--- src/rtl/cla_mp_adder_pkg.sv ---
// Shared definitions for the multi-precision CLA adder: sizing defaults,
// controller states and the 4-bit lookahead helpers used by the slice adder.
package cla_mp_adder_pkg;

    localparam int W_DEF     = 128;
    localparam int BEATS_DEF = 4;
    localparam int N_DEF     = W_DEF * BEATS_DEF;
    localparam int KW_DEF    = $clog2(BEATS_DEF);

    typedef enum logic [1:0] {
        IDLE = 2'd0,
        RUN  = 2'd1,
        DONE = 2'd2
    } state_t;

    // Carries into each of four lookahead elements, element 0 receives ci.
    function automatic logic [3:0] la_carries(input logic [3:0] g,
                                              input logic [3:0] p,
                                              input logic       ci);
        logic [3:0] c;
        c[0] = ci;
        c[1] = g[0] | (p[0] & ci);
        c[2] = g[1] | (p[1] & g[0]) | (p[1] & p[0] & ci);
        c[3] = g[2] | (p[2] & g[1]) | (p[2] & p[1] & g[0])
             | (p[2] & p[1] & p[0] & ci);
        return c;
    endfunction

    function automatic logic group_g(input logic [3:0] g, input logic [3:0] p);
        return g[3] | (p[3] & g[2]) | (p[3] & p[2] & g[1])
             | (p[3] & p[2] & p[1] & g[0]);
    endfunction

    function automatic logic group_p(input logic [3:0] p);
        return &p;
    endfunction

endpackage

--- src/rtl/cla_mp_adder_cla128bits.sv ---
// 128-bit carry-lookahead adder built as a three-level tree of 4-way
// lookahead units (4-bit blocks, 16-bit groups, 64-bit sections).
module cla128bits
    import cla_mp_adder_pkg::*;
(
    input  logic         cin,
    input  logic [127:0] a,
    input  logic [127:0] b,
    output logic [127:0] s,
    output logic         cout,
    output logic         gen,
    output logic         prop
);

    logic [127:0] g;
    logic [127:0] p;
    logic [127:0] c;
    logic [31:0]  g1;
    logic [31:0]  p1;
    logic [31:0]  c1;
    logic [7:0]   g2;
    logic [7:0]   p2;
    logic [7:0]   c2;
    logic [1:0]   g3;
    logic [1:0]   p3;
    logic [1:0]   c3;

    assign g = a & b;
    assign p = a ^ b;

    // Upward sweep: generate/propagate summaries per level.
    for (genvar gi = 0; gi < 32; gi++) begin : g_lvl1
        assign g1[gi] = group_g(g[gi*4 +: 4], p[gi*4 +: 4]);
        assign p1[gi] = group_p(p[gi*4 +: 4]);
    end

    for (genvar gi = 0; gi < 8; gi++) begin : g_lvl2
        assign g2[gi] = group_g(g1[gi*4 +: 4], p1[gi*4 +: 4]);
        assign p2[gi] = group_p(p1[gi*4 +: 4]);
    end

    for (genvar gi = 0; gi < 2; gi++) begin : g_lvl3
        assign g3[gi] = group_g(g2[gi*4 +: 4], p2[gi*4 +: 4]);
        assign p3[gi] = group_p(p2[gi*4 +: 4]);
    end

    assign gen  = g3[1] | (p3[1] & g3[0]);
    assign prop = p3[1] & p3[0];
    assign cout = gen | (prop & cin);

    // Downward sweep: distribute carries back to every bit.
    assign c3[0] = cin;
    assign c3[1] = g3[0] | (p3[0] & cin);

    for (genvar gi = 0; gi < 2; gi++) begin : g_c2
        assign c2[gi*4 +: 4] = la_carries(g2[gi*4 +: 4], p2[gi*4 +: 4], c3[gi]);
    end

    for (genvar gi = 0; gi < 8; gi++) begin : g_c1
        assign c1[gi*4 +: 4] = la_carries(g1[gi*4 +: 4], p1[gi*4 +: 4], c2[gi]);
    end

    for (genvar gi = 0; gi < 32; gi++) begin : g_c0
        assign c[gi*4 +: 4] = la_carries(g[gi*4 +: 4], p[gi*4 +: 4], c1[gi]);
    end

    assign s = p ^ c;

endmodule

--- src/rtl/cla_mp_adder.sv ---
// Multi-precision add/subtract: one 128-bit CLA slice is reused for BEATS
// cycles, carrying between slices through a register.
module cla_mp_adder
    import cla_mp_adder_pkg::*;
#(
    parameter  int W     = W_DEF,
    parameter  int BEATS = BEATS_DEF,
    localparam int N     = W * BEATS
) (
    input  logic         clk,
    input  logic         rst_n,
    input  logic         in_valid,
    output logic         in_ready,
    input  logic         sub,
    input  logic         cin,
    input  logic [N-1:0] a,
    input  logic [N-1:0] b,
    output logic         out_valid,
    input  logic         out_ready,
    output logic [N-1:0] s,
    output logic         cout,
    output logic         ovf
);

    localparam int KW = (BEATS > 1) ? $clog2(BEATS) : 1;

    state_t         state_reg;
    state_t         state_next;
    logic [KW-1:0]  k_reg;
    logic           carry_reg;
    logic [N-1:0]   a_reg;
    logic [N-1:0]   b_reg;
    logic [N-1:0]   s_reg;
    logic           cout_reg;
    logic           ovf_reg;

    logic [W-1:0]   a_slices [BEATS];
    logic [W-1:0]   b_slices [BEATS];
    logic [W-1:0]   a_slice;
    logic [W-1:0]   b_slice;
    logic [W-1:0]   slice_sum;
    logic           slice_cout;
    logic           slice_gen_unused;
    logic           slice_prop_unused;
    logic           last_beat;

    for (genvar gi = 0; gi < BEATS; gi++) begin : g_slice
        assign a_slices[gi] = a_reg[gi*W +: W];
        assign b_slices[gi] = b_reg[gi*W +: W];
    end

    assign a_slice   = a_slices[k_reg];
    assign b_slice   = b_slices[k_reg];
    assign last_beat = (k_reg == KW'(BEATS - 1));

    cla128bits u_cla (
        .cin  (carry_reg),
        .a    (a_slice),
        .b    (b_slice),
        .s    (slice_sum),
        .cout (slice_cout),
        .gen  (slice_gen_unused),
        .prop (slice_prop_unused)
    );

    always_comb begin
        state_next = state_reg;
        in_ready   = 1'b0;
        out_valid  = 1'b0;
        case (state_reg)
            IDLE: begin
                in_ready = 1'b1;
                if (in_valid) state_next = RUN;
            end
            RUN: begin
                if (last_beat) state_next = DONE;
            end
            DONE: begin
                out_valid = 1'b1;
                if (out_ready) state_next = IDLE;
            end
            default: state_next = IDLE;
        endcase
    end

    always_ff @(posedge clk) begin
        if (!rst_n) begin
            state_reg <= IDLE;
            k_reg     <= '0;
            carry_reg <= 1'b0;
            a_reg     <= '0;
            b_reg     <= '0;
            s_reg     <= '0;
            cout_reg  <= 1'b0;
            ovf_reg   <= 1'b0;
        end else begin
            state_reg <= state_next;
            case (state_reg)
                IDLE: begin
                    if (in_valid) begin
                        // Subtraction is a + ~b + 1, so B is inverted once here.
                        a_reg     <= a;
                        b_reg     <= b ^ {N{sub}};
                        carry_reg <= sub ? 1'b1 : cin;
                        k_reg     <= '0;
                    end
                end
                RUN: begin
                    s_reg[k_reg*W +: W] <= slice_sum;
                    carry_reg           <= slice_cout;
                    k_reg               <= k_reg + 1'b1;
                    if (last_beat) begin
                        cout_reg <= slice_cout;
                        ovf_reg  <= (a_reg[N-1] == b_reg[N-1])
                                  & (slice_sum[W-1] != a_reg[N-1]);
                    end
                end
                default: ;
            endcase
        end
    end

    assign s    = s_reg;
    assign cout = cout_reg;
    assign ovf  = ovf_reg;

endmodule

--- config.mk ---
export PLATFORM = sky130hd
export DESIGN_NAME = cla_mp_adder
export DESIGN_NICKNAME = d
export VERILOG_FILES = /design/src/rtl/cla_mp_adder_pkg.sv /design/src/rtl/cla_mp_adder_cla128bits.sv /design/src/rtl/cla_mp_adder.sv
export SDC_FILE = /design/constraint.sdc
export NUM_CORES = 2
export LEC_CHECK = 0
export CAP_MARGIN = 25
export CORE_AREA = 5 5 599 601
export CTS_CLUSTER_DIAMETER = 80
export DETAILED_ROUTE_END_ITERATION = 10
export DIE_AREA = 0 0 604 606
export HOLD_SLACK_MARGIN = 0.02
export PLACE_DENSITY = 0.37
export SLEW_MARGIN = 15
export SYNTH_ARGS = -nofsm -noshare
export SYNTH_HDL_FRONTEND = slang
export SYNTH_SLANG_ARGS = --single-unit
--- constraint.sdc ---
create_clock -name clk -period 13.6 [get_ports clk]
set_input_delay 1.36 -clock clk [delete_from_list [all_inputs] [get_ports clk]]
set_output_delay 1.36 -clock clk [all_outputs]
set_load 0.02 [all_outputs]
* Word level (Yosys, flattened, before mapping)
Index checks and enable logic that the tools add are counted.
** Operators by class
- $add $sub $neg :: 2
- Multipliers :: 0
- Divide/modulo/power cells :: 0
- Magnitude comparators :: 1
- Equality and inequality tests :: 8
- Shift operators :: 2
- Mux-type cells :: 18
- Bitwise logic cells :: 979
- Reductions and logical operators :: 48
** Operators with widths (number)
- 1-bit bitwise AND :: 593
- 128-bit binary-select mux with 2-bit select :: 2
- 512-bit bitwise mux :: 1
- 128-bit 2-to-1 mux :: 4
- 128-bit by 34-bit variable shift with 512-bit output, first input constant :: 1
- 128-bit by 34-bit indexed part select with 512-bit output :: 1
- 512-bit XOR :: 1
- 1-bit bitwise OR :: 381
- 128-bit XOR :: 2
- 128-bit bitwise AND :: 1
- 16-bit AND reduction :: 8
- 4-bit AND reduction :: 32
- 64-bit AND reduction :: 2
- 9-bit negation with 34-bit output :: 1
- 2-bit 2-to-1 mux :: 4
- 2-bit inequality test, second input constant :: 3
- 2-bit one-hot mux with 3 select lines :: 1
- 2-bit AND reduction :: 3
- 2-bit equality test, second input constant :: 2
- 1-bit 2-to-1 mux :: 4
- 2-bit one-hot mux with 2 select lines :: 1
- 3-bit greater-or-equal comparator, second input constant :: 1
- 2-bit NOT with 3-bit output :: 1
- 3-bit AND reduction :: 1
- 7 further kinds :: 7
** Word-level totals
- Flip-flop bits (word level) :: 1543
- Bits in latches :: 0
- Bits in writable memories :: 0
- Bits in read-only memories :: 0
- Logic and storage cells :: 1066
- Memories :: 0

* Longest topological paths before layout
- Word-level depth :: 27
- Depth in mapped cells :: 20
- Mapped depth without buffers :: 16

* Cells and area by module
A second synthesis with hierarchy kept.
** Unflattened totals
- Cells, all modules :: 6956
- Area total of the unflattened synthesis :: 71088.2 µm²
** By module, submodules not included
- cla_mp_adder :: instances 1, cells each 6188, area each 64944.8 µm², seq. area each 30889.6 µm²
- cla128bits :: instances 1, cells each 768, area each 6143.4 µm², seq. area each 0.0 µm²

* Least setup slack after synthesis
No wires, ideal clock.
- Path type :: flip-flop to flip-flop
- Start point :: register k_reg[0]
- End point :: register s_reg[121] (netlist: s[121])
- Setup time :: 118 ps
- Arrival :: 5226 ps
- Path slack :: 8255 ps
- Stages on the path, launching flop included :: 20
- Cells stage by stage :: dfxtp_1 clkbuf_1 buf_1 buf_1 mux4_2 ha_1 a21o_1 a31o_2 a21oi_1 o211ai_1 o21ai_1 o21ai_0 a221o_1 o21ai_1 and2_1 inv_1 fa_1 xor2_1 a22oi_1 nor2b_1
** On the way
- Cells in the longest elaborated chain, start to end :: 27
- Elaborated cells on any way between the ends :: 997
- Classes of those cells :: add/sub (1); shift (2); mux (7); bitwise (948); reduce/logical (39)
** RTL lines
- start: declaration :: RTL line cla_mp_adder.sv:29 : logic [KW-1:0] k_reg;
- start signal: assignment :: RTL line cla_mp_adder.sv:111 : k_reg <= k_reg + 1'b1;
- 2-bit NOT with 3-bit output (implied by the code) :: RTL line cla_mp_adder.sv:52, cla_mp_adder.sv:53
- 128-bit binary-select mux with 2-bit select (on tied branches) :: RTL line cla_mp_adder.sv:52, cla_mp_adder.sv:53
- 128-bit 2-to-1 mux (on tied branches) (2 in series) :: RTL line cla_mp_adder.sv:52, cla_mp_adder.sv:53
- 128-bit XOR or 128-bit bitwise AND (tied branches) :: RTL line cla_mp_adder_cla128bits.sv:29, cla_mp_adder_cla128bits.sv:28
- 1-bit bitwise AND (on tied branches) :: RTL line cla_mp_adder_pkg.sv:30, cla_mp_adder_pkg.sv:31
- 1-bit bitwise OR (tied with other cells) :: RTL line cla_mp_adder_pkg.sv:30 : return g[3] | (p[3] & g[2]) | (p[3] & p[2] & g[1])
- 1-bit bitwise OR or 1-bit bitwise AND (tied branches) :: RTL line cla_mp_adder_pkg.sv:30, cla_mp_adder_pkg.sv:31
- 1-bit bitwise OR :: RTL line cla_mp_adder_pkg.sv:31 : | (p[3] & p[2] & p[1] & g[0]);
- [... 10 more ...]
- 1-bit bitwise OR (on tied branches) :: RTL line cla_mp_adder_pkg.sv:22, cla_mp_adder_pkg.sv:23, cla_mp_adder_pkg.sv:25
- 1-bit bitwise AND (on tied branches) :: RTL line cla_mp_adder_pkg.sv:22, cla_mp_adder_pkg.sv:23, cla_mp_adder_pkg.sv:25
- 1-bit bitwise OR (on tied branches) :: RTL line cla_mp_adder_pkg.sv:22, cla_mp_adder_pkg.sv:23, cla_mp_adder_pkg.sv:25
- 1-bit bitwise AND (on tied branches) :: RTL line cla_mp_adder_pkg.sv:22, cla_mp_adder_pkg.sv:23, cla_mp_adder_pkg.sv:25
- 1-bit bitwise OR (on tied branches) :: RTL line cla_mp_adder_pkg.sv:22, cla_mp_adder_pkg.sv:23, cla_mp_adder_pkg.sv:25
- 128-bit XOR :: RTL line cla_mp_adder_cla128bits.sv:67 : assign s = p ^ c;
- 128-bit by 34-bit indexed part select with 512-bit output :: RTL line cla_mp_adder.sv:109 : s_reg[k_reg*W +: W] <= slice_sum;
- 512-bit bitwise mux (*) :: RTL line cla_mp_adder.sv:109
- end signal: indexed assignment :: RTL line cla_mp_adder.sv:109
- end: declaration :: RTL line cla_mp_adder.sv:33 : logic [N-1:0] s_reg;
Mark *: on every way between the ends. The rest lies on a longest branch, timed or not. The select of a mux whose other input is x is not followed.
A chain may end at the register's enable or synchronous reset.

* Worst setup path in the final report
- Start point :: register k_reg[1]
- End point :: register s_reg[501] (netlist: s[501])
The elaborated chain is that of the path after synthesis.

==> summary.md <==
| Metric | Value |
|---|---|
| P per Cell Area | `128.9 mW/mm²` |
| Largest area contributor in the netlist | `dfxtp_1` |
| Clock Path Buffers | `4` |
| Post-Syn Instances | `7,253` |
| Skew-Pair Late Insertion Delay | `0.90 ns` |
| Rel. slew slack | `-0.3466%` |
| Clock-pin transition on the worst setup and hold timing paths | `0.05 ns` |
| I/O Buffers | `1,545` |
| Crit-path cells | `buf_4 > buf_4 > mux4_2 > ha_1 > a21oi_2 > o21bai_1 > a221oi_2 > nand3_1 > a211o_1 > o31a_1 > o211ai_1 > a21oi_1 > nor2_1 > inv_1 > fa_1 > xor2_1 > a22oi_1 > nor2b_1` |
| Synthesized cell area | `0.07079 mm²` |
| Outcome | `finished with violations` |
| Worst hold stages | `2` |
| Leak | `39.45 nW` |
| Pre-CTS setup slack | `5.751 ns` |
| Via count | `61,030` |
| Main synth FF type | `dfxtp_1` |
| Drt pass-1 iters | `6` |
| CTS tree | `done` |
| Wire per inst | `29.28 µm` |
| Netlist cell types | `74` |
| Synth Area in Compound Gates | `20.55%` |
| EDFF count, synth | `0` |
| Site Rows | `218` |
| Die area | `0.3660 mm²` |
| RSZ-0062 raised after global routing | `false` |
| Synthesized Nets | `8,449` |
| Worst Setup End Kind | `flop` |
| Startpoint types | `flop` |
| Clock sinks | `1,543` |
| Pwr Total | `0.01266 W` |
| Setup Viol. Count Final | `0` |
| Hpwl dp | `301,300 µm` |
| Clock Tree Root | `clkbuf_16` |
| DR vias/cell | `4.541` |
| Post-synth top cells | `nand2_1 (1,717), dfxtp_1 (1,543), clkbuf_1 (549), xnor2_1 (534)` |
| Sequential share of power | `38.8%` |
| Clk pwr share | `44.8%` |
| Max Cap Viol | `0` |
| Initial antenna violation count | `138` |
| HP Class | `flop to flop` |
| CP required | `14.41 ns` |
| Number of DRC markers in iteration 0 | `4,067` |
| Detailed Route WL | `393,500 µm` |
| Setup TNS | `0 ns` |
| Hold Fails Final Rpt | `0` |
| CTS Buf Count | `211` |
| First-pass GRT wire length | `528,000 µm` |
| Starting density of the core | `20.10%` |
| Main combinational cell family by area after synthesis | `compound AO/OA/AOI/OAI gates` |
| Placed inst area | `0.09113 mm²` |
| Resized Gates After CTS | `0` |
| Part of the power in combinational logic | `16.5%` |
| Post-Synth Simple-Gate Area | `13.45%` |
| NetSw | `0.003647 W` |
| Vias in the first global route | `61,630` |
| Period minus WS final | `7.815 ns` |
| Sequential element share of the synthesized area | `43.63%` |
| Cell mode on critical path | `buf_4` |
| Die Ht | `606 µm` |
| Slowest CP cell | `dfxtp_4` |
| Synth top area share | `43.63%` |
| Failing checks | `slew limit` |
| Mean post-synth cell area | `9.760 µm²` |
| Worst path depth | `18` |
| DIE WIDTH | `604 µm` |
| Maximum fanout along the worst path | `62` |
| Layout cells sized above 1 | `8.777%` |
| Synth-to-Final Area Change | `38.77%` |
| All-layer global routing usage | `20.52%` |
| Period utilization | `57.47%` |
| Reg2reg path depth | `18` |
| Top area cells in the synthesized netlist | `dfxtp_1 (44%), nand2_1 (9.1%), mux4_2 (8.1%), o211a_1 (7.3%), xnor2_1 (6.6%)` |
| Setup CP Type | `flop to flop` |
| GP Congestion | `0.8444` |
| CP top delay family | `compound AO/OA/AOI/OAI gates` |
| Drt drc | `0` |
| Worst hold slack | `0.4502 ns` |
| Max incr delay on CP | `0.88 ns` |
| Peak VDD IR | `0.08891 mV` |
| DRT antenna net count | `0` |
| Int Pwr | `0.009012 W` |
| Mux cell area share after synthesis | `8.372%` |
| Final Max Slew Viols | `24` |
| Worst setup margin | `5.785 ns` |
| Post-Synth XOR/XNOR Area | `7.275%` |
| GRT overflow | `0` |
| H-Tree Depth | `4` |
| Post-synthesis register bit count | `1,543` |
| Adder-cell share of the synthesized area | `3.273%` |
| Buffers & Inverters on Critical Path | `3` |
| Total I/O pin count | `1,546` |
| Crit path DAT | `8.62 ns` |
| Postcts setup bufs | `0` |
| Nets | `9,700` |
| Synth Warn # | `0` |
| Sw Ratio | `28.81%` |
| Largest net degree at the start of global routing | `225` |
| Ys async rst share | `0%` |
| Count leader, synth | `nand2_1` |
| Max Freq | `0.1280 GHz` |
| Worst Max-Slew Pin Slew | `1.505 ns` |
| Hold_buf cts | `0` |
| Worst Skew | `0.04826 ns` |
| Post-route cell area | `0.09824 mm²` |
| Placeable Area | `0.3521 mm²` |
-- final cells by class --
cell class / count / area (µm²)
diodes: 39 / 97.59
clock buffers: 308 / 6190
clock inverters: 71 / 778.2
fillers: 37370 / 253900
inverters: 37 / 138.9
multi-input cells: 5061 / 37720
flip-flops and latches: 1543 / 30900
well taps: 4730 / 5918
repair buffers: 1650 / 16500
-- cell families (layout without fill, tap and decap cells) --
group,count (synthesis),count (layout)
buffers and inverters,649,2066
and+or+nand+nor,2239,2239
muxes,272,272
xor gates and xnor gates,588,588
DFF,1543,1543
other,0,39
adders and majority gates,166,166
AOI/OAI and AO/OA,1796,1796
-- power groups by stage --
stage               clock network [W]  logic, W  registers, W
finish                        0.00567   0.00209       0.00491
global route                  0.00602   0.00224       0.00493
CTS                           0.00587   0.00212       0.00491
detailed placement                  0   0.00211       0.00501
global placement                    0   0.00209       0.00500
floorplan                           0   0.00106       0.00496
-- placed cells by master (no fill, tap or decap), types with 23 or more instances in the layout --
cell,netlist,routed
clkdlybuf4s50_1,0,1543
fa_1,32,32
dfxtp_1,1543,1541
diode_2,0,39
o211a_1,514,514
a21boi_0,514,514
nand2_1,1717,1708
a22oi_1,291,291
clkbuf_1,549,47
ha_1,134,134
nor2b_1,309,309
a21oi_1,73,73
xor2_1,54,46
mux4_2,256,256
nand4_1,24,24
a21o_1,47,47
clkbuf_16,0,215
nand3_1,33,33
o31ai_1,23,23
nor2_1,60,60
xnor2_1,534,528
buf_4,1,87
clkinv_2,0,32
clkbuf_8,0,46
a22o_1,96,96
o21ai_0,112,112
inv_1,36,36
-- final timing paths --
| check | start | to | slack [ns] |
|---|---|---|---|
| min reg2reg | s[219]$_SDFFE_PN0P_ | s[219]$_SDFFE_PN0P_ | 0.45 |
| max reg2reg | k_reg[1]$_SDFFE_PN0P_ | s[501]$_SDFFE_PN0P_ | 5.78 |
| max | k_reg[1]$_SDFFE_PN0P_ | s[501]$_SDFFE_PN0P_ | 5.78 |
| min | s[219]$_SDFFE_PN0P_ | s[219]$_SDFFE_PN0P_ | 0.45 |
-- worst min-delay path, delay by kind of cell, from the launching register on --
family          cells  cell delay, ns
simple gates        1            0.05
flops               1            0.32
compound gates      1            0.05
-- through the flow --
stage | util, % | std cells
6_report | 27.90 | 13440
5_1_grt | 27.89 | 13420
4_1_cts | 27.86 | 13400
3_5_place_dp | 25.88 | 13020
3_3_place_gp | 25.84 | 13010
2_1_floorplan | - | 7253
-- per-layer routing --
metal	vias up	global-route usage (%)	part of all wire, %
met3	574	5.723	7.2
met5	-	0	0.038
li1	27980	-	-
met2	1933	35.54	49
met4	24	7.069	3.9
met1	30520	24.28	40
(Power assumes the default switching activity.)
